==> config.mk <==
export PLATFORM = sky130hd
export DESIGN_NAME = mycpu_mem_stage_flat
export DESIGN_NICKNAME = d
export VERILOG_FILES = /design/src/rtl/mycpu_pkg.sv /design/src/rtl/mycpu_mem_stage_if.sv /design/src/rtl/mycpu_mem_align.sv /design/src/rtl/mycpu_mem_stage.sv /design/src/flat_wrapper.sv
export SDC_FILE = /design/constraint.sdc
export NUM_CORES = 1
export LEC_CHECK = 0
export ABC_AREA = 1
export BUFFER_PORTS_ARGS = -buffer_cell sky130_fd_sc_hd__buf_2
export CAP_MARGIN = 30
export CELL_PAD_IN_SITES_DETAIL_PLACEMENT = 1
export CELL_PAD_IN_SITES_GLOBAL_PLACEMENT = 1
export CORE_ASPECT_RATIO = 0.8
export CORE_MARGIN = 4
export CORE_UTILIZATION = 28
export CTS_CLUSTER_DIAMETER = 40
export DETAILED_ROUTE_END_ITERATION = 10
export PLACE_DENSITY = 0.82
export RECOVER_POWER = 50
export SLEW_MARGIN = 20
export SYNTH_ARGS = -nofsm -noshare
export SYNTH_HDL_FRONTEND = slang
export SYNTH_SLANG_ARGS = --single-unit
==> constraint.sdc <==
create_clock -name clk -period 2.4 [get_ports clk]
set_input_delay 0.24 -clock clk [delete_from_list [all_inputs] [get_ports clk]]
set_output_delay 0.24 -clock clk [all_outputs]
set_load 0.02 [all_outputs]
==> src/rtl/mycpu_pkg.sv <==
// mycpu_pkg: definitions shared by the myCPU MEM stage.
//   - loadStoreMode bit positions
//   - data access size codes
//   - MEM stage FSM state encoding
//   - small address helpers used for alignment and fault detection
package mycpu_pkg;

    // loadStoreMode bit positions (bits [1:0] carry the size code)
    localparam int LSM_STORE    = 5;
    localparam int LSM_LOAD     = 4;
    localparam int LSM_RSVD     = 3;
    localparam int LSM_UNSIGNED = 2;

    typedef enum logic [1:0] {
        SZ_B = 2'b00,
        SZ_H = 2'b01,
        SZ_W = 2'b10
    } size_e;

    typedef enum logic {
        ST_IDLE      = 1'b0,
        ST_WAIT_DATA = 1'b1
    } mem_state_e;

    // Low address bits after forcing natural alignment for the access size.
    // The unused code 2'b11 is handled like a word.
    function automatic logic [1:0] align_lo(input logic [1:0] size, input logic [1:0] lo);
        case (size)
            SZ_B:    align_lo = lo;
            SZ_H:    align_lo = {lo[1], 1'b0};
            default: align_lo = 2'b00;
        endcase
    endfunction

    // True when the address is not naturally aligned for the access size.
    function automatic logic misaligned(input logic [1:0] size, input logic [1:0] lo);
        case (size)
            SZ_B:    misaligned = 1'b0;
            SZ_H:    misaligned = lo[0];
            default: misaligned = |lo;
        endcase
    endfunction

endpackage

==> src/rtl/mycpu_mem_stage_if.sv <==
// mycpu_mem_stage_if: SRAM-like data bus between the MEM stage and data memory.
//   req/wr/size/addr/wstrb/wdata : request side, driven by the master
//   addr_ok                      : request accepted by the slave
//   data_ok/rdata                : read data valid or write done
// Modports: master (MEM stage), slave (memory / bench).
interface mycpu_mem_stage_if #(
    parameter int ADDR_W = 32,
    parameter int DATA_W = 32
);
    logic                  req;
    logic                  wr;
    logic [1:0]            size;
    logic [ADDR_W-1:0]     addr;
    logic [DATA_W/8-1:0]   wstrb;
    logic [DATA_W-1:0]     wdata;
    logic                  addr_ok;
    logic                  data_ok;
    logic [DATA_W-1:0]     rdata;

    modport master (
        output req, wr, size, addr, wstrb, wdata,
        input  addr_ok, data_ok, rdata
    );

    modport slave (
        input  req, wr, size, addr, wstrb, wdata,
        output addr_ok, data_ok, rdata
    );
endinterface

==> src/rtl/mycpu_mem_align.sv <==
// mycpu_mem_align: combinational data steering for the MEM stage.
//   mode_i       : loadStoreMode from EX
//   addr_lo_i    : low two bits of the aligned effective address
//   store_data_i : store source register (rt)
//   rdata_i      : raw read data from the bus
//   wstrb_o      : byte write enables (zero for non-stores)
//   wdata_o      : store data replicated across the byte lanes
//   load_data_o  : extracted and sign/zero-extended load value
module mycpu_mem_align
    import mycpu_pkg::*;
(
    input  logic [5:0]  mode_i,
    input  logic [1:0]  addr_lo_i,
    input  logic [31:0] store_data_i,
    input  logic [31:0] rdata_i,
    output logic [3:0]  wstrb_o,
    output logic [31:0] wdata_o,
    output logic [31:0] load_data_o
);

    logic [7:0]  byte_sel;
    logic [15:0] half_sel;
    logic        uns;

    assign byte_sel = rdata_i[8*addr_lo_i +: 8];
    assign half_sel = addr_lo_i[1] ? rdata_i[31:16] : rdata_i[15:0];
    assign uns      = mode_i[LSM_UNSIGNED];

    always_comb begin
        wstrb_o     = 4'b1111;
        wdata_o     = store_data_i;
        load_data_o = rdata_i;
        case (mode_i[1:0])
            SZ_B: begin
                wdata_o     = {4{store_data_i[7:0]}};
                wstrb_o     = 4'b0001 << addr_lo_i;
                load_data_o = uns ? {24'b0, byte_sel} : {{24{byte_sel[7]}}, byte_sel};
            end
            SZ_H: begin
                wdata_o     = {2{store_data_i[15:0]}};
                wstrb_o     = addr_lo_i[1] ? 4'b1100 : 4'b0011;
                load_data_o = uns ? {16'b0, half_sel} : {{16{half_sel[15]}}, half_sel};
            end
            default: ;
        endcase
        // Loads never write, whatever the size.
        if (!mode_i[LSM_STORE]) wstrb_o = 4'b0000;
    end

endmodule

==> src/rtl/mycpu_mem_stage.sv <==
// mycpu_mem_stage: MEM stage of the 5-stage myCPU pipeline.
//   clk, rst        : clock (rising edge), asynchronous active-high reset
//   EXE2MEM_*       : EX/MEM pipeline register contents
//   mem_stall       : EX must hold its register while high
//   bus (master)    : SRAM-like data bus (req/addr_ok/data_ok)
//   MEM2WB_*        : MEM/WB pipeline register
// Build option: define MEM_ADDR_EXC_EN to add MEM2WB_excAdel; misaligned
// halfword/word accesses then retire as address errors without touching
// the bus. Without it misaligned addresses are silently aligned down.
module mycpu_mem_stage
    import mycpu_pkg::*;
#(
    parameter int ADDR_W = 32,
    parameter int DATA_W = 32
) (
    input  logic               clk,
    input  logic               rst,

    input  logic               EXE2MEM_instValid,
    input  logic [4:0]         EXE2MEM_targetReg,
    input  logic [31:0]        EXE2MEM_storeCont,
    input  logic [31:0]        EXE2MEM_pc,
    input  logic               EXE2MEM_regfileWen,
    input  logic [5:0]         EXE2MEM_loadStoreMode,
    input  logic [31:0]        EXE2MEM_aluResult,

    output logic               mem_stall,

    mycpu_mem_stage_if.master  bus,

    output logic               MEM2WB_instValid,
    output logic [4:0]         MEM2WB_targetReg,
    output logic               MEM2WB_regfileWen,
    output logic [31:0]        MEM2WB_pc,
`ifdef MEM_ADDR_EXC_EN
    output logic               MEM2WB_excAdel,
`endif
    output logic [31:0]        MEM2WB_result
);

    mem_state_e  state_q, state_d;

    logic        valid_q;
    logic [4:0]  tgt_q;
    logic        wen_q;
    logic [31:0] pc_q;
    logic [31:0] result_q;

    logic [5:0]  mode;
    logic [1:0]  size;
    logic        any_mem;
    logic        misal;
    logic        memop;
    logic        is_load;
    logic        req_c;
    logic        stall_c;
    logic [1:0]  addr_lo;
    logic [3:0]  wstrb;
    logic [31:0] wdata;
    logic [31:0] load_data;
    logic        unused_rsvd;

    assign mode    = EXE2MEM_loadStoreMode;
    assign size    = mode[1:0];
    assign any_mem = EXE2MEM_instValid & (mode[LSM_STORE] | mode[LSM_LOAD]);
    // Both load and store set is illegal; it behaves as a store.
    assign is_load = mode[LSM_LOAD] & ~mode[LSM_STORE];
    assign addr_lo = align_lo(size, EXE2MEM_aluResult[1:0]);

`ifdef MEM_ADDR_EXC_EN
    assign misal = any_mem & misaligned(size, EXE2MEM_aluResult[1:0]);
`else
    assign misal = 1'b0;
`endif

    // Only accesses that actually go to the bus count as memops.
    assign memop = any_mem & ~misal;

    assign unused_rsvd = mode[LSM_RSVD];

    mycpu_mem_align u_align (
        .mode_i       (mode),
        .addr_lo_i    (addr_lo),
        .store_data_i (EXE2MEM_storeCont),
        .rdata_i      (bus.rdata[31:0]),
        .wstrb_o      (wstrb),
        .wdata_o      (wdata),
        .load_data_o  (load_data)
    );

    always_comb begin
        state_d = state_q;
        req_c   = 1'b0;
        stall_c = 1'b0;
        case (state_q)
            ST_IDLE: begin
                if (memop) begin
                    req_c   = 1'b1;
                    stall_c = 1'b1;
                    if (bus.addr_ok) state_d = ST_WAIT_DATA;
                end
            end
            ST_WAIT_DATA: begin
                // EX advances in the same cycle the response arrives.
                stall_c = memop & ~bus.data_ok;
                if (bus.data_ok) state_d = ST_IDLE;
            end
            default: state_d = ST_IDLE;
        endcase
    end

    // Gate with rst so the bus and EX see a quiet stage while reset is held,
    // even if EX still presents a memory instruction.
    assign bus.req    = req_c & ~rst;
    assign mem_stall  = stall_c & ~rst;
    assign bus.wr     = mode[LSM_STORE];
    assign bus.size   = size;
    assign bus.addr   = {EXE2MEM_aluResult[ADDR_W-1:2], addr_lo};
    assign bus.wstrb  = wstrb;
    assign bus.wdata  = wdata;

`ifdef MEM_ADDR_EXC_EN
    logic exc_q;
    assign MEM2WB_excAdel = exc_q;
`endif

    always_ff @(posedge clk or posedge rst) begin
        if (rst) begin
            state_q  <= ST_IDLE;
            valid_q  <= 1'b0;
            tgt_q    <= '0;
            wen_q    <= 1'b0;
            pc_q     <= '0;
            result_q <= '0;
`ifdef MEM_ADDR_EXC_EN
            exc_q    <= 1'b0;
`endif
        end else begin
            state_q <= state_d;
            if (stall_c) begin
                // Bubble into WB while the access is outstanding.
                valid_q <= 1'b0;
                wen_q   <= 1'b0;
`ifdef MEM_ADDR_EXC_EN
                exc_q   <= 1'b0;
`endif
            end else begin
                valid_q  <= EXE2MEM_instValid;
                tgt_q    <= EXE2MEM_targetReg;
                wen_q    <= EXE2MEM_regfileWen & ~misal;
                pc_q     <= EXE2MEM_pc;
                result_q <= (memop & is_load) ? load_data : EXE2MEM_aluResult;
`ifdef MEM_ADDR_EXC_EN
                exc_q    <= misal;
`endif
            end
        end
    end

    assign MEM2WB_instValid  = valid_q;
    assign MEM2WB_targetReg  = tgt_q;
    assign MEM2WB_regfileWen = wen_q;
    assign MEM2WB_pc         = pc_q;
    assign MEM2WB_result     = result_q;

endmodule

==> src/flat_wrapper.sv <==
// flat-port wrapper written by rule: the top's interface ports become plain ports
module mycpu_mem_stage_flat import mycpu_pkg::*;
#(
    parameter int ADDR_W = 32,
    parameter int DATA_W = 32
)
  (clk, rst, EXE2MEM_instValid, EXE2MEM_targetReg, EXE2MEM_storeCont, EXE2MEM_pc, EXE2MEM_regfileWen, EXE2MEM_loadStoreMode, EXE2MEM_aluResult, mem_stall, MEM2WB_instValid, MEM2WB_targetReg, MEM2WB_regfileWen, MEM2WB_pc, MEM2WB_result, bus_req, bus_wr, bus_size, bus_addr, bus_wstrb, bus_wdata, bus_addr_ok, bus_data_ok, bus_rdata);
  mycpu_mem_stage_if #(.ADDR_W(ADDR_W), .DATA_W(DATA_W)) bus_i ();
  input  logic clk;
  input  logic rst;
  input  logic EXE2MEM_instValid;
  input  logic [4:0] EXE2MEM_targetReg;
  input  logic [31:0] EXE2MEM_storeCont;
  input  logic [31:0] EXE2MEM_pc;
  input  logic EXE2MEM_regfileWen;
  input  logic [5:0] EXE2MEM_loadStoreMode;
  input  logic [31:0] EXE2MEM_aluResult;
  output logic mem_stall;
  output logic MEM2WB_instValid;
  output logic [4:0] MEM2WB_targetReg;
  output logic MEM2WB_regfileWen;
  output logic [31:0] MEM2WB_pc;
  output logic [31:0] MEM2WB_result;
  output wire logic [$bits(bus_i.req)-1:0] bus_req;
  output wire logic [$bits(bus_i.wr)-1:0] bus_wr;
  output wire logic [$bits(bus_i.size)-1:0] bus_size;
  output wire logic [$bits(bus_i.addr)-1:0] bus_addr;
  output wire logic [$bits(bus_i.wstrb)-1:0] bus_wstrb;
  output wire logic [$bits(bus_i.wdata)-1:0] bus_wdata;
  input wire logic [$bits(bus_i.addr_ok)-1:0] bus_addr_ok;
  input wire logic [$bits(bus_i.data_ok)-1:0] bus_data_ok;
  input wire logic [$bits(bus_i.rdata)-1:0] bus_rdata;
  assign bus_req = bus_i.req;
  assign bus_wr = bus_i.wr;
  assign bus_size = bus_i.size;
  assign bus_addr = bus_i.addr;
  assign bus_wstrb = bus_i.wstrb;
  assign bus_wdata = bus_i.wdata;
  assign bus_i.addr_ok = bus_addr_ok;
  assign bus_i.data_ok = bus_data_ok;
  assign bus_i.rdata = bus_rdata;
  mycpu_mem_stage #(.ADDR_W(ADDR_W), .DATA_W(DATA_W)) u_core (.clk(clk), .rst(rst), .EXE2MEM_instValid(EXE2MEM_instValid), .EXE2MEM_targetReg(EXE2MEM_targetReg), .EXE2MEM_storeCont(EXE2MEM_storeCont), .EXE2MEM_pc(EXE2MEM_pc), .EXE2MEM_regfileWen(EXE2MEM_regfileWen), .EXE2MEM_loadStoreMode(EXE2MEM_loadStoreMode), .EXE2MEM_aluResult(EXE2MEM_aluResult), .mem_stall(mem_stall), .bus(bus_i), .MEM2WB_instValid(MEM2WB_instValid), .MEM2WB_targetReg(MEM2WB_targetReg), .MEM2WB_regfileWen(MEM2WB_regfileWen), .MEM2WB_pc(MEM2WB_pc), .MEM2WB_result(MEM2WB_result));
endmodule
# ---- Word-level counts from Yosys, hierarchy flattened
# Cells that the tools add are included.
dict set report totals {
  memories 0
  latchBits 0
  output_inout_bits 144
  ram_bits 0
  mem_bits_ro 0
  input_bits 145
  ff_bits 72
}
dict set report classes {
  muxes 19
  bitwise_logic 11
  add_sub_neg 0
  n_lt_le_gt_ge 0
  eq_ne 1
  reduce_logical 1
  shift 2
  div 0
  multipliers 0
}
# operator count
set op_table {}
lappend op_table {{$pmux 32 s2} 2}
lappend op_table {{$mux 32} 3}
lappend op_table {{$shiftx 32x6->8} 1}
lappend op_table {{$mux 16} 1}
lappend op_table {{$mux 4} 2}
lappend op_table {{$pmux 4 s2} 1}
lappend op_table {{$mux 1} 7}
lappend op_table {{$and 1x1->1} 6}
lappend op_table {{$not 1->1} 4}
lappend op_table {{$pmux 1 s2} 2}
lappend op_table {{$pmux 2 s2} 1}
lappend op_table {{$shl 1x2->4 const A} 1}
lappend op_table {{$eq 2x1->1 const B} 1}
lappend op_table {{$logic_not 2->1} 1}
lappend op_table {{$or 1x1->1} 1}

# ---- Longest topological paths before layout
# Gate-level depths: netlist of run 1.
dict set report logic_depth {
  word_depth 6
  depth_mapped 10
  depth_no_buf 9
}

# ---- By module
# A second synthesis of run 1 with hierarchy kept.
dict set report unflattened {
  hier_cells 714
  hier_area_um2 4719.5
}
# mod seq_area_each_um2 area_per_inst_um2 n_inst cells_each
set by_module_without_submodules {}
lappend by_module_without_submodules {mycpu_mem_stage 1801.7 3588.4 1 482}
lappend by_module_without_submodules {mycpu_mem_align 0.0 1131.1 1 232}

# ---- Worst setup path before layout of run 1
# Ideal clock, no wire load.
dict set report synth_timing {
  path_kind {input to output}
  from {input EXE2MEM_loadStoreMode[1]}
  to {output bus_wstrb[0]}
  stages 4
  slack_ns 0.906
  n_path_buf 0
  t_arrival_ns 1.254
  cell_sequence {nor2_2 > nand2_1 > clkinv_1 > nor3_1}
}
dict set report synth_between {
  elab_chain_cells 5
}
# element line_no
set synth_lines {}
lappend synth_lines {{from (decl)} flat_wrapper.sv:16} ;# input logic [5:0] EXE2MEM_loadStoreMode;
lappend synth_lines {{$eq 2x1->1 or $logic_not 2->1 (tied branches)} mycpu_pkg.sv:28} ;# case (size)
lappend synth_lines {{$pmux 2 s2 *} mycpu_pkg.sv:28}
lappend synth_lines {{net bus_addr[0]} flat_wrapper.sv:27} ;# output wire logic [$bits(bus_i.addr)-1:0] bus_addr;
lappend synth_lines {{$shl 1x2->4 *} mycpu_mem_align.sv:36} ;# wstrb_o = 4'b0001 << addr_lo_i;
lappend synth_lines {{$pmux 4 s2 *} mycpu_mem_align.sv:33} ;# case (mode_i[1:0])
lappend synth_lines {{$mux 4 *} mycpu_mem_align.sv:47} ;# if (!mode_i[LSM_STORE]) wstrb_o = 4'b0000;
lappend synth_lines {{to (decl)} flat_wrapper.sv:28} ;# output wire logic [$bits(bus_i.wstrb)-1:0] bus_wstrb;
# Mark *: on every way through the listed nets, which the timed path passes. The rest lies on a longest branch.

# ---- Final worst setup path of run 1
dict set report layout_timing {
  from {input EXE2MEM_loadStoreMode[0]}
  to {output bus_wstrb[0]}
}
dict set report layout_between {
  elab_chain_cells 5
}
# element line_no
set layout_lines {}
lappend layout_lines {{$eq 2x1->1 or $logic_not 2->1 (tied branches)} {mycpu_pkg.sv:28, mycpu_mem_align.sv:33}}
lappend layout_lines {{$pmux 2 s2} mycpu_pkg.sv:28}
lappend layout_lines {{$mux 4 or $shl 1x2->4 (tied branches)} {mycpu_mem_align.sv:41, mycpu_mem_align.sv:36}}
lappend layout_lines {{$pmux 4 s2 *} mycpu_mem_align.sv:33}
lappend layout_lines {{$mux 4 *} mycpu_mem_align.sv:47}
# Every way passes the cells marked *; elsewhere a longest branch is shown, timed or not.

==> results of run 1 <==
==> cell type report <==
class	instances	area, um^2
timing repair buffer	299	1448
sequential	72	1802
inverter	34	128.9
tap	210	262.8
fill	2049	9210
multi-input combinational	443	1962
antenna	2	5.005
clock buffer	10	229.0
clock inverter	6	67.56
==> worst min-delay path: cells and delay by family <==
kind	cells	cell delay, ns
buf+inv	1	0.08
simple gates	2	0.08
==> cells in the mapped netlist (all sizes together) <==
library cell	count	area, um^2
a211oi	1	7.510
clkbuf	17	63.81
or2	16	100.1
nor2	33	126.4
a31oi	5	31.28
inv	32	120.1
nand3	40	205.2
dfrtp	72	1802
clkinv	2	7.510
and2	1	6.260
a21oi	45	225.2
o21ai	25	125.1
nor3	2	10.01
o22ai	5	31.28
buf	60	405.4
o211ai	9	67.56
nand2	258	970.9
nand3b	1	7.510
nand4	2	33.78
==> how the worst max path moves through the flow <==
stage,end,depth (start not counted),slack (ns)
floorplan,u_core.MEM2WB_instValid,1,0.34
global placement,u_core.MEM2WB_result[26],10,0.36
detailed placement,u_core.MEM2WB_result[22],10,0.31
CTS,bus_wstrb[0],7,0.53
global route,u_core.MEM2WB_result[17],4,0.22
finish,bus_wstrb[0],6,0.47
==> kinds of logic after synthesis <==
| kind of cell | share of synthesized area |
|---|---|
| AOI/OAI and AO/OA | 0.1123 |
| DFF | 0.4145 |
| buffers and inverters | 0.1373 |
| and+or+nand+nor | 0.3359 |
==> registers in the layout (all words and copies together), names as in the netlist <==
name                      count
u_core.MEM2WB_instValid       1
u_core.MEM2WB_result         32
u_core.MEM2WB_pc             32
u_core.MEM2WB_targetReg       5
u_core.state_q                1
u_core.MEM2WB_regfileWen      1
==> report_power, final <==
part | internal, mW | switching, mW
clock network | 0.809 | 0.544
registers | 1.36 | 0.0791
logic | 0.356 | 0.758
total | 2.52 | 1.38
==> placed cells by master, fill, tap and decap left out, types with 2 or more instances in the layout <==
master / n
clkinvlp_4: 2
clkbuf_16: 9
nand2_1: 257
or2_2: 16
buf_4: 8
a21oi_1: 44
dfrtp_1: 72
o22ai_1: 5
a31oi_1: 5
o211ai_1: 9
o21ai_0: 23
nor2_2: 2
o21ai_1: 2
nand3_1: 39
nor2_1: 31
diode_2: 2
inv_2: 2
buf_2: 215
nor3_1: 2
clkbuf_1: 74
inv_1: 30
==> per-layer routing <==
layer / up-vias / routed length (um) / GRT usage
met3: 16 / 1143 / 0.04869
met5: - / 0 / 0
met4: 0 / 242 / 0.04831
met1: 2318 / 8224 / 0.2731
li1: 2411 / - / -
met2: 165 / 8415 / 0.3288
==> timing repair <==
item / in CTS / in global routing
endpoints found under the setup margin: 0 / 0
hold endpoints to repair: 13 / 0
hold buffers: 1 / 0
==> flow_summary_export.csv, run 1 <==
group,metric,value,unit
worst_setup_path,cp-startpoint,"EXE2MEM_loadStoreMode[0]",
timing,min_period_over_period,0.8027,
clock_tree,cts_buffers,9,
timing,rsz0062_at_grt,"false",
clock_tree,clock_latency,0.34,ns
floorplan,num_rows,40,
global_route,grt.total_usage,0.2025,
global_route,grt_pass1_vias,5174,
floorplan,die_w,147.3,um
placement,gp_congestion,0.8645,
synth,syn_inst,626,
global_route,gr-total-overflow,0,
run_status,status,"completed",
synth,synth.net_count,771,
worst_setup_path,reg2reg_slack,0.75,ns
floorplan,num_io_pins,289,
timing,relSlewSlack,0.4436,
global_route,grt_max_degree,71,
layout,final_area,5904,um^2
clock_tree,cts_setup_buffers,0,
layout,area_growth,35.84,%
power,fin_total_pwr,3.902,mW
worst_setup_path,path_buf_inv,3,
clock_tree,cts_tree,"done",
timing,whs,0.09295,ns
worst_setup_path,path_class,"primary input to output pin",
synth,ys_seq_area_frac,0.4145,
worst_setup_path,path_max_fanout,13,
synth,yosysWarnings,0,
clock_tree,cts_buffer_depth,2,
placement,dp_slack,0.3061,ns
layout,drive_above_1_share,0.3079,
floorplan,fp.dieH,119.4,um
timing,worstMarginPinSlew,0.8347,ns
routing,drc_errors,0,
timing,max_freq,519.1,MHz
clock_tree,cts_max_level,3,
floorplan,coreArea,15110,um^2
routing,vias,4910,
worst_setup_path,critPathLaunchType,"primary input",
worst_setup_path,endpoint_kind,"output pin",
worst_setup_path,critPathSlowestCell,"clkbuf_1",
job,max-cap-violations,0,
synth,synth_cell_types,28,
layout,nets,1004,
power,peakVddDrop,0.3683,mV
clock_tree,cts_resized,0,
min_path,hp-start,"EXE2MEM_pc[18]",
worst_setup_path,required,2.16,ns
synth,syn_area_per_cell,6.944,um^2
placement,dp_hpwl,14.03,mm
routing,drtPass1Iterations,4,
worst_setup_path,crit_family,"buffers and inverters",
worst_setup_path,crit_path_max_incr_delay,0.48,ns
power,power_per_cell_area,660.9,nW/um^2
placement,placed_area,5699,um^2
floorplan,start_util,0.2876,
min_path,min_to,"u_core.MEM2WB_pc[18]",
floorplan,die_area,17590,um^2
min_path,hold_path_class,"primary input to flop",
routing,drt-vias-per-instance,4.563,
timing,finalWorstSetupSlack,0.4735,ns
min_path,hold_path_depth,3,
timing,finalSetupViolations,0,
worst_setup_path,arrival,1.69,ns
clock_tree,clk_pin_slew_worst_paths,0.06,ns
placement,place_inst,1057,
clock_tree,cts_sinks,72,
global_route,grt_pass1_wl,28.32,mm
timing,drv_slew,0,
clock_tree,ctsRootBufferMaster,"clkbuf_16",
routing,wl_per_cell,16.75,um
global_route,antenna_found_initial,1,
routing,antenna_left,0,
synth,synthesis.area,4347,um^2
worst_setup_path,reg2reg_to,"u_core.MEM2WB_pc[29]",
timing,worst_clock_skew,0.008323,ns
synth,ys_ff_latch,72,
worst_setup_path,r2r_cells,5,
worst_setup_path,crit_chain,"clkbuf_1, nor2_2, nand2_1, clkinv_1, nor3_1, buf_2",
routing,drt_iter0_drc,191,
worst_setup_path,reg2reg_from,"u_core.state_q",
placement,port_buffers,287,
layout,final_cells,1076,
routing,routed_wl,18.03,mm
timing,final.setup.tns,0,ns
timing,hold_viol_final,0,
power,p_leak,3.227,nW
layout,post-route-util,0.3906,
timing,period_needed,1.926,ns
Note: power is estimated with default switching activity, not from simulation.
==> run 2: changes to the inputs <==
clock period = 1.8 ns   (was 2.4 ns; I/O delays follow)
==> run 2 against run 1 <==
Net effect:
- worst hold slack worse by 0.056 ns
- clock skew fell by 0.0030 ns
- cell count rose by 0.93%
- final area increased by 1.7%
- largest power group unchanged
- clock power grew 33%
- combinational power up 36%
- flip-flop and latch count is the same
==> flow_summary_export.csv, run 2 (same netlist as run 1, synthesis figures left out) <==
group,metric,value,unit
timing,worstMarginPinSlew,0.9558,ns
routing,wl_per_cell,16.51,um
timing,finalWorstSetupSlack,0.1741,ns
worst_setup_path,path_buf_inv,2,
power,power_per_cell_area,869.1,nW/um^2
global_route,antenna_found_initial,1,
floorplan,coreArea,15110,um^2
timing,final.setup.tns,0,ns
layout,post-route-util,0.3971,
layout,ff_latch_area,1802,um^2
floorplan,num_rows,40,
job,max-cap-violations,0,
timing,drv_slew,0,
timing,rsz0062_at_grt,"false",
global_route,gr-total-overflow,0,
floorplan,die_area,17590,um^2
placement,dp_hpwl,14.20,mm
layout,nets,1016,
worst_setup_path,required,1.62,ns
worst_setup_path,cp.depth,4,
clock_tree,clock_latency,0.33,ns
layout,final_cells,1086,
layout,antennaDiodeCount,0,
layout,final_common_cell,"nand2_1",
power,peakVddDrop,0.3963,mV
timing,worst_clock_skew,0.005303,ns
timing,relSlewSlack,0.3593,
clock_tree,cts_setup_buffers,0,
clock_tree,cts_buffer_depth,2,
clock_tree,cts_max_level,3,
worst_setup_path,crit_path_max_incr_delay,0.42,ns
layout,fill_cells,2076,
timing,max_freq,615.0,MHz
timing,min_period_over_period,0.9033,
placement,place_inst,1069,
worst_setup_path,crit_family,"flip-flops",
floorplan,start_util,0.2876,
worst_setup_path,path_max_fanout,14,
routing,antenna_left,0,
clock_tree,cts_sinks,72,
timing,hold_viol_final,0,
layout,final_cell_mix,"nand2_1, buf_2, clkbuf_1",
worst_setup_path,r2r_cells,6,
global_route,grt_pass1_vias,5200,
worst_setup_path,arrival,1.45,ns
layout,drive_above_1_share,0.3002,
clock_tree,cts_buffers,9,
routing,vias,4913,
global_route,grt.total_usage,0.2016,
worst_setup_path,crit_chain,"a21oi_4, inv_2, nor2_1, buf_2",
global_route,grt_pass1_wl,28.34,mm
global_route,grt_max_degree,42,
worst_setup_path,critPathSlowestCell,"dfrtp_1",
layout,multi_input_comb_area,1962,um^2
routing,drtPass1Iterations,4,
worst_setup_path,critPathLaunchType,"flop",
timing,whs,0.03712,ns
floorplan,fp.dieH,119.4,um
min_path,hold_path_depth,3,
run_status,status,"completed",
clock_tree,ctsRootBufferMaster,"clkbuf_16",
min_path,hold_path_class,"primary input to flop",
floorplan,die_w,147.3,um
timing,finalSetupViolations,0,
layout,area_growth,38.08,%
clock_tree,cts_tree,"done",
routing,routed_wl,17.93,mm
routing,drt-vias-per-instance,4.524,
routing,drc_errors,0,
worst_setup_path,path_class,"flop to output pin",
layout,final_area,6002,um^2
floorplan,num_io_pins,289,
placement,placed_area,5817,um^2
placement,dp_slack,0.09700,ns
timing,period_needed,1.626,ns
placement,port_buffers,287,
clock_tree,clk_pin_slew_worst_paths,0.07,ns
routing,drt_iter0_drc,180,
worst_setup_path,endpoint_kind,"output pin",
power,fin_total_pwr,5.216,mW
power,p_leak,3.256,nW
placement,gp_congestion,0.8575,
-- run 2: changes by cell type in the layout (fill, tap and decap cells not counted), sizes merged --
cell and change:
buf -4, bufinv -1, clkbuf +15, clkinvlp -2, diode -2, inv +4
-- run 2: timing repair --
item | in CTS | in global routing
endpoints found under the hold margin | 16 | 0
hold buffers | 1 | 0
resized for setup | 0 | 0
-- run 2: cell type report --
cell class / instances / area share
clock buffers: 9 / 0.03752
clock inverters: 7 / 0.01188
inverters: 34 / 0.02147
flip-flops and latches: 72 / 0.3002
well taps: 210 / 0.04378
multi-input cells: 443 / 0.3269
repair buffers: 311 / 0.2583
-- run 2: power by group --
group,internal [mW],switching [mW],total [mW]
Combinational,0.494,1.02,1.51
Sequential,1.81,0.105,1.91
Clock,0.978,0.815,1.79
Total,3.28,1.94,5.22
-- run 2: routing by layer --
layer	track usage	up-vias	wire length (um)
li1	-	2437	-
met1	0.2619	2291	7852
met2	0.3426	164	8693
met3	0.04983	19	1171
met4	0.04016	2	208
met5	0	-	7
-- run 2: path summary, 6_finish.rpt --
path,startpoint,end,slack (ns)
min reg2reg,u_core.MEM2WB_pc[19],u_core.MEM2WB_pc[19],0.48
min,EXE2MEM_pc[6],u_core.MEM2WB_pc[6],0.04
max reg2reg,u_core.state_q,u_core.MEM2WB_pc[18],0.42
min in group asynchronous,rst,u_core.MEM2WB_result[28],0.60
max,u_core.state_q,mem_stall,0.17
max in group asynchronous,rst,u_core.MEM2WB_result[5],0.41
-- run 2: worst register-to-register path: stages (launching register included) --
cell,delay (ns)
dfrtp_1,0.42
a21oi_4,0.20
inv_2,0.19
buf_12,0.22
buf_4,0.15
nand2_1,0.06
nand2_1,0.05
==> run 3: changes to the inputs <==
ABC_AREA = 0   (was 1)
BUFFER_PORTS_ARGS = not set   (was -buffer_cell sky130_fd_sc_hd__buf_2)
CORE_UTILIZATION = 35   (was 28)
DONT_BUFFER_PORTS = 1   (was not set)
PLACE_DENSITY = 0.66   (was 0.82)
==> run 3 against run 2 <==
Net effect:
- first-iteration DRC count increased by 22%
- wire length decreased by 8.0%
- sequential share of layout area increased by 4.4 points
- die area decreased by 15%
- largest power group unchanged
- total power decreased by 7.1%
- cell count decreased by 34%
- critical endpoint unchanged
- clock-buffer cell count increased by 1
- clock power increased by 2%
- clock skew decreased by 0.0014 ns
- final area decreased by 13%
- combinational power decreased by 45%
- non-clock buffer count decreased by 248
==> flow_summary_export.csv, run 3 <==
group,metric,value,unit
layout,fill_cells,1511,
layout,nets,682,
synth,synth_edf_count,0,
global_route,grt_pass1_wl,25.96,mm
global_route,grt_pass1_vias,4371,
clock_tree,cts_buffers,9,
routing,drtPass1Iterations,4,
synth,synthesis.area,4594,um^2
layout,final_cell_mix,"nand2_1, dfrtp_1, dlygate4sd3_1",
clock_tree,ctsRootBufferMaster,"clkbuf_16",
min_path,hold_path_depth,2,
routing,drt_iter0_drc,220,
routing,drc_errors,0,
worst_setup_path,endpoint_kind,"output pin",
timing,relSlewSlack,0.3151,
synth,syn_inst,548,
power,p_leak,2.215,nW
clock_tree,cts_setup_buffers,0,
clock_tree,cts_sinks,72,
worst_setup_path,path_class,"flop to output pin",
floorplan,fp.dieH,110.5,um
routing,routed_wl,16.49,mm
run_status,status,"completed",
synth,synth_area_leaders,"dfrtp_1, nand2_1, buf_4, mux2_2, mux2i_1",
synth,ys_ff_latch,72,
synth,synth-main-ff-cell,"dfrtp_1",
layout,drive_above_1_share,0.1218,
layout,final_common_cell,"nand2_1",
routing,vias,4006,
timing,whs,0.03901,ns
worst_setup_path,r2r_cells,5,
synth,synth.net_count,693,
layout,area_growth,14.08,%
floorplan,num_rows,37,
floorplan,coreArea,12870,um^2
timing,drv_slew,0,
timing,worstMarginPinSlew,1.022,ns
timing,worst_clock_skew,0.003919,ns
worst_setup_path,required,1.62,ns
synth,ys_seq_area_frac,0.3922,
job,max-cap-violations,0,
global_route,grt_max_degree,64,
floorplan,die_w,136.1,um
placement,gp_congestion,0.7614,
worst_setup_path,path_max_fanout,6,
worst_setup_path,arrival,1.56,ns
clock_tree,cts_tree,"done",
power,fin_total_pwr,4.845,mW
synth,yosysWarnings,0,
synth,syn_area_per_cell,8.384,um^2
clock_tree,cts_max_level,3,
floorplan,start_util,0.3570,
timing,period_needed,1.737,ns
synth,synth_most_common_cell,"nand2_1",
placement,dp_hpwl,12.14,mm
synth,ys_async_sr_fraction,1.000,
routing,wl_per_cell,22.97,um
synth,synth_top_area_cell,"dfrtp_1",
placement,port_buffers,0,
timing,finalSetupViolations,0,
synth,synth_cell_types,43,
timing,min_period_over_period,0.9649,
global_route,antenna_found_initial,1,
synth,synth.cells.most_frequent,"nand2_1, dfrtp_1, buf_4",
power,peakVddDrop,0.5717,mV
timing,rsz0062_at_grt,"false",
timing,max_freq,575.8,MHz
layout,ff_latch_area,1802,um^2
synth,netlist.area_leader.share,0.3922,
clock_tree,clk_pin_slew_worst_paths,0.06,ns
floorplan,num_io_pins,289,
power,power_per_cell_area,924.5,nW/um^2
routing,antenna_left,0,
layout,multi_input_comb_area,2221,um^2
floorplan,die_area,15040,um^2
clock_tree,clock_latency,0.33,ns
global_route,grt.total_usage,0.2173,
worst_setup_path,critPathLaunchType,"flop",
routing,drt-vias-per-instance,5.579,
timing,hold_viol_final,0,
clock_tree,cts_buffer_depth,2,
global_route,gr-total-overflow,0,
min_path,hold_path_class,"primary input to flop",
timing,final.setup.tns,0,ns
## run 3: layout make-up
| class | count | share of cell area |
|---|---|---|
| multi-input combinational | 378 | 0.4237 |
| sequential | 72 | 0.3438 |
| timing repair buffer | 63 | 0.1222 |
| clock buffer | 10 | 0.04560 |
| tap | 175 | 0.04178 |
| clock inverter | 6 | 0.01289 |
| inverter | 13 | 0.009549 |
| antenna | 1 | 0.0004774 |
## run 3: kinds of logic (layout without fill, tap and decap cells)
group | Yosys count | in the layout | synth area share
other | 0 | 1 | 0
muxes | 32 | 32 | 0.07407
AOI/OAI and AO/OA | 126 | 126 | 0.1912
DFF | 72 | 72 | 0.3922
and+or+nand+nor | 220 | 220 | 0.2157
buffers and inverters | 98 | 92 | 0.1269
## run 3: final timing paths
kind	from	to	slack [ns]
max	u_core.state_q	mem_stall	0.06
min	bus_rdata[30]	u_core.MEM2WB_result[30]	0.04
max reg2reg	u_core.state_q	u_core.MEM2WB_result[20]	0.17
min reg2reg	u_core.state_q	u_core.state_q	0.58
max in group asynchronous	rst	u_core.MEM2WB_pc[2]	0.45
min in group asynchronous	rst	u_core.MEM2WB_result[26]	0.50
## run 3: power by group
part,switching [mW],total [mW],leakage (nW),internal [mW]
clock network,0.714,1.83,0.145,1.11
logic,0.490,0.827,1.23,0.337
registers,0.384,2.19,0.844,1.81
total,1.59,4.85,2.22,3.26
## run 3: routing by layer
metal | part of all wire | wire length (um) | track usage
met1 | 0.40 | 6661 | 0.2804
met2 | 0.49 | 8142 | 0.3563
met3 | 0.089 | 1462 | 0.07104
met4 | 0.014 | 224 | 0.04298
met5 | 0 | 0 | 0
## run 3: repair_timing
item                                    4_1_cts  5_1_grt
endpoints found under the setup margin        1        0
hold buffers                                 42        0
endpoints found under the hold margin        60        0
gates resized for setup                       2        0
## run 3: critical path, stage by stage (launching register included)
cell and delay (ns):
dfrtp_1 0.40, and2_2 0.25, or2_4 0.30, nor2_1 0.11, buf_4 0.15
## run 3: through the flow
stage                       util  setup slack, ns  area, um^2  cells
after floorplan                -          0.09254        4598    548
after global placement    0.3505           0.2600        4511    659
after detailed placement  0.3505          0.08656        4511    659
after CTS                 0.4073          0.04651        5241    717
after global routing      0.4073         0.007942        5241    718
final                     0.4073          0.06320        5241    718
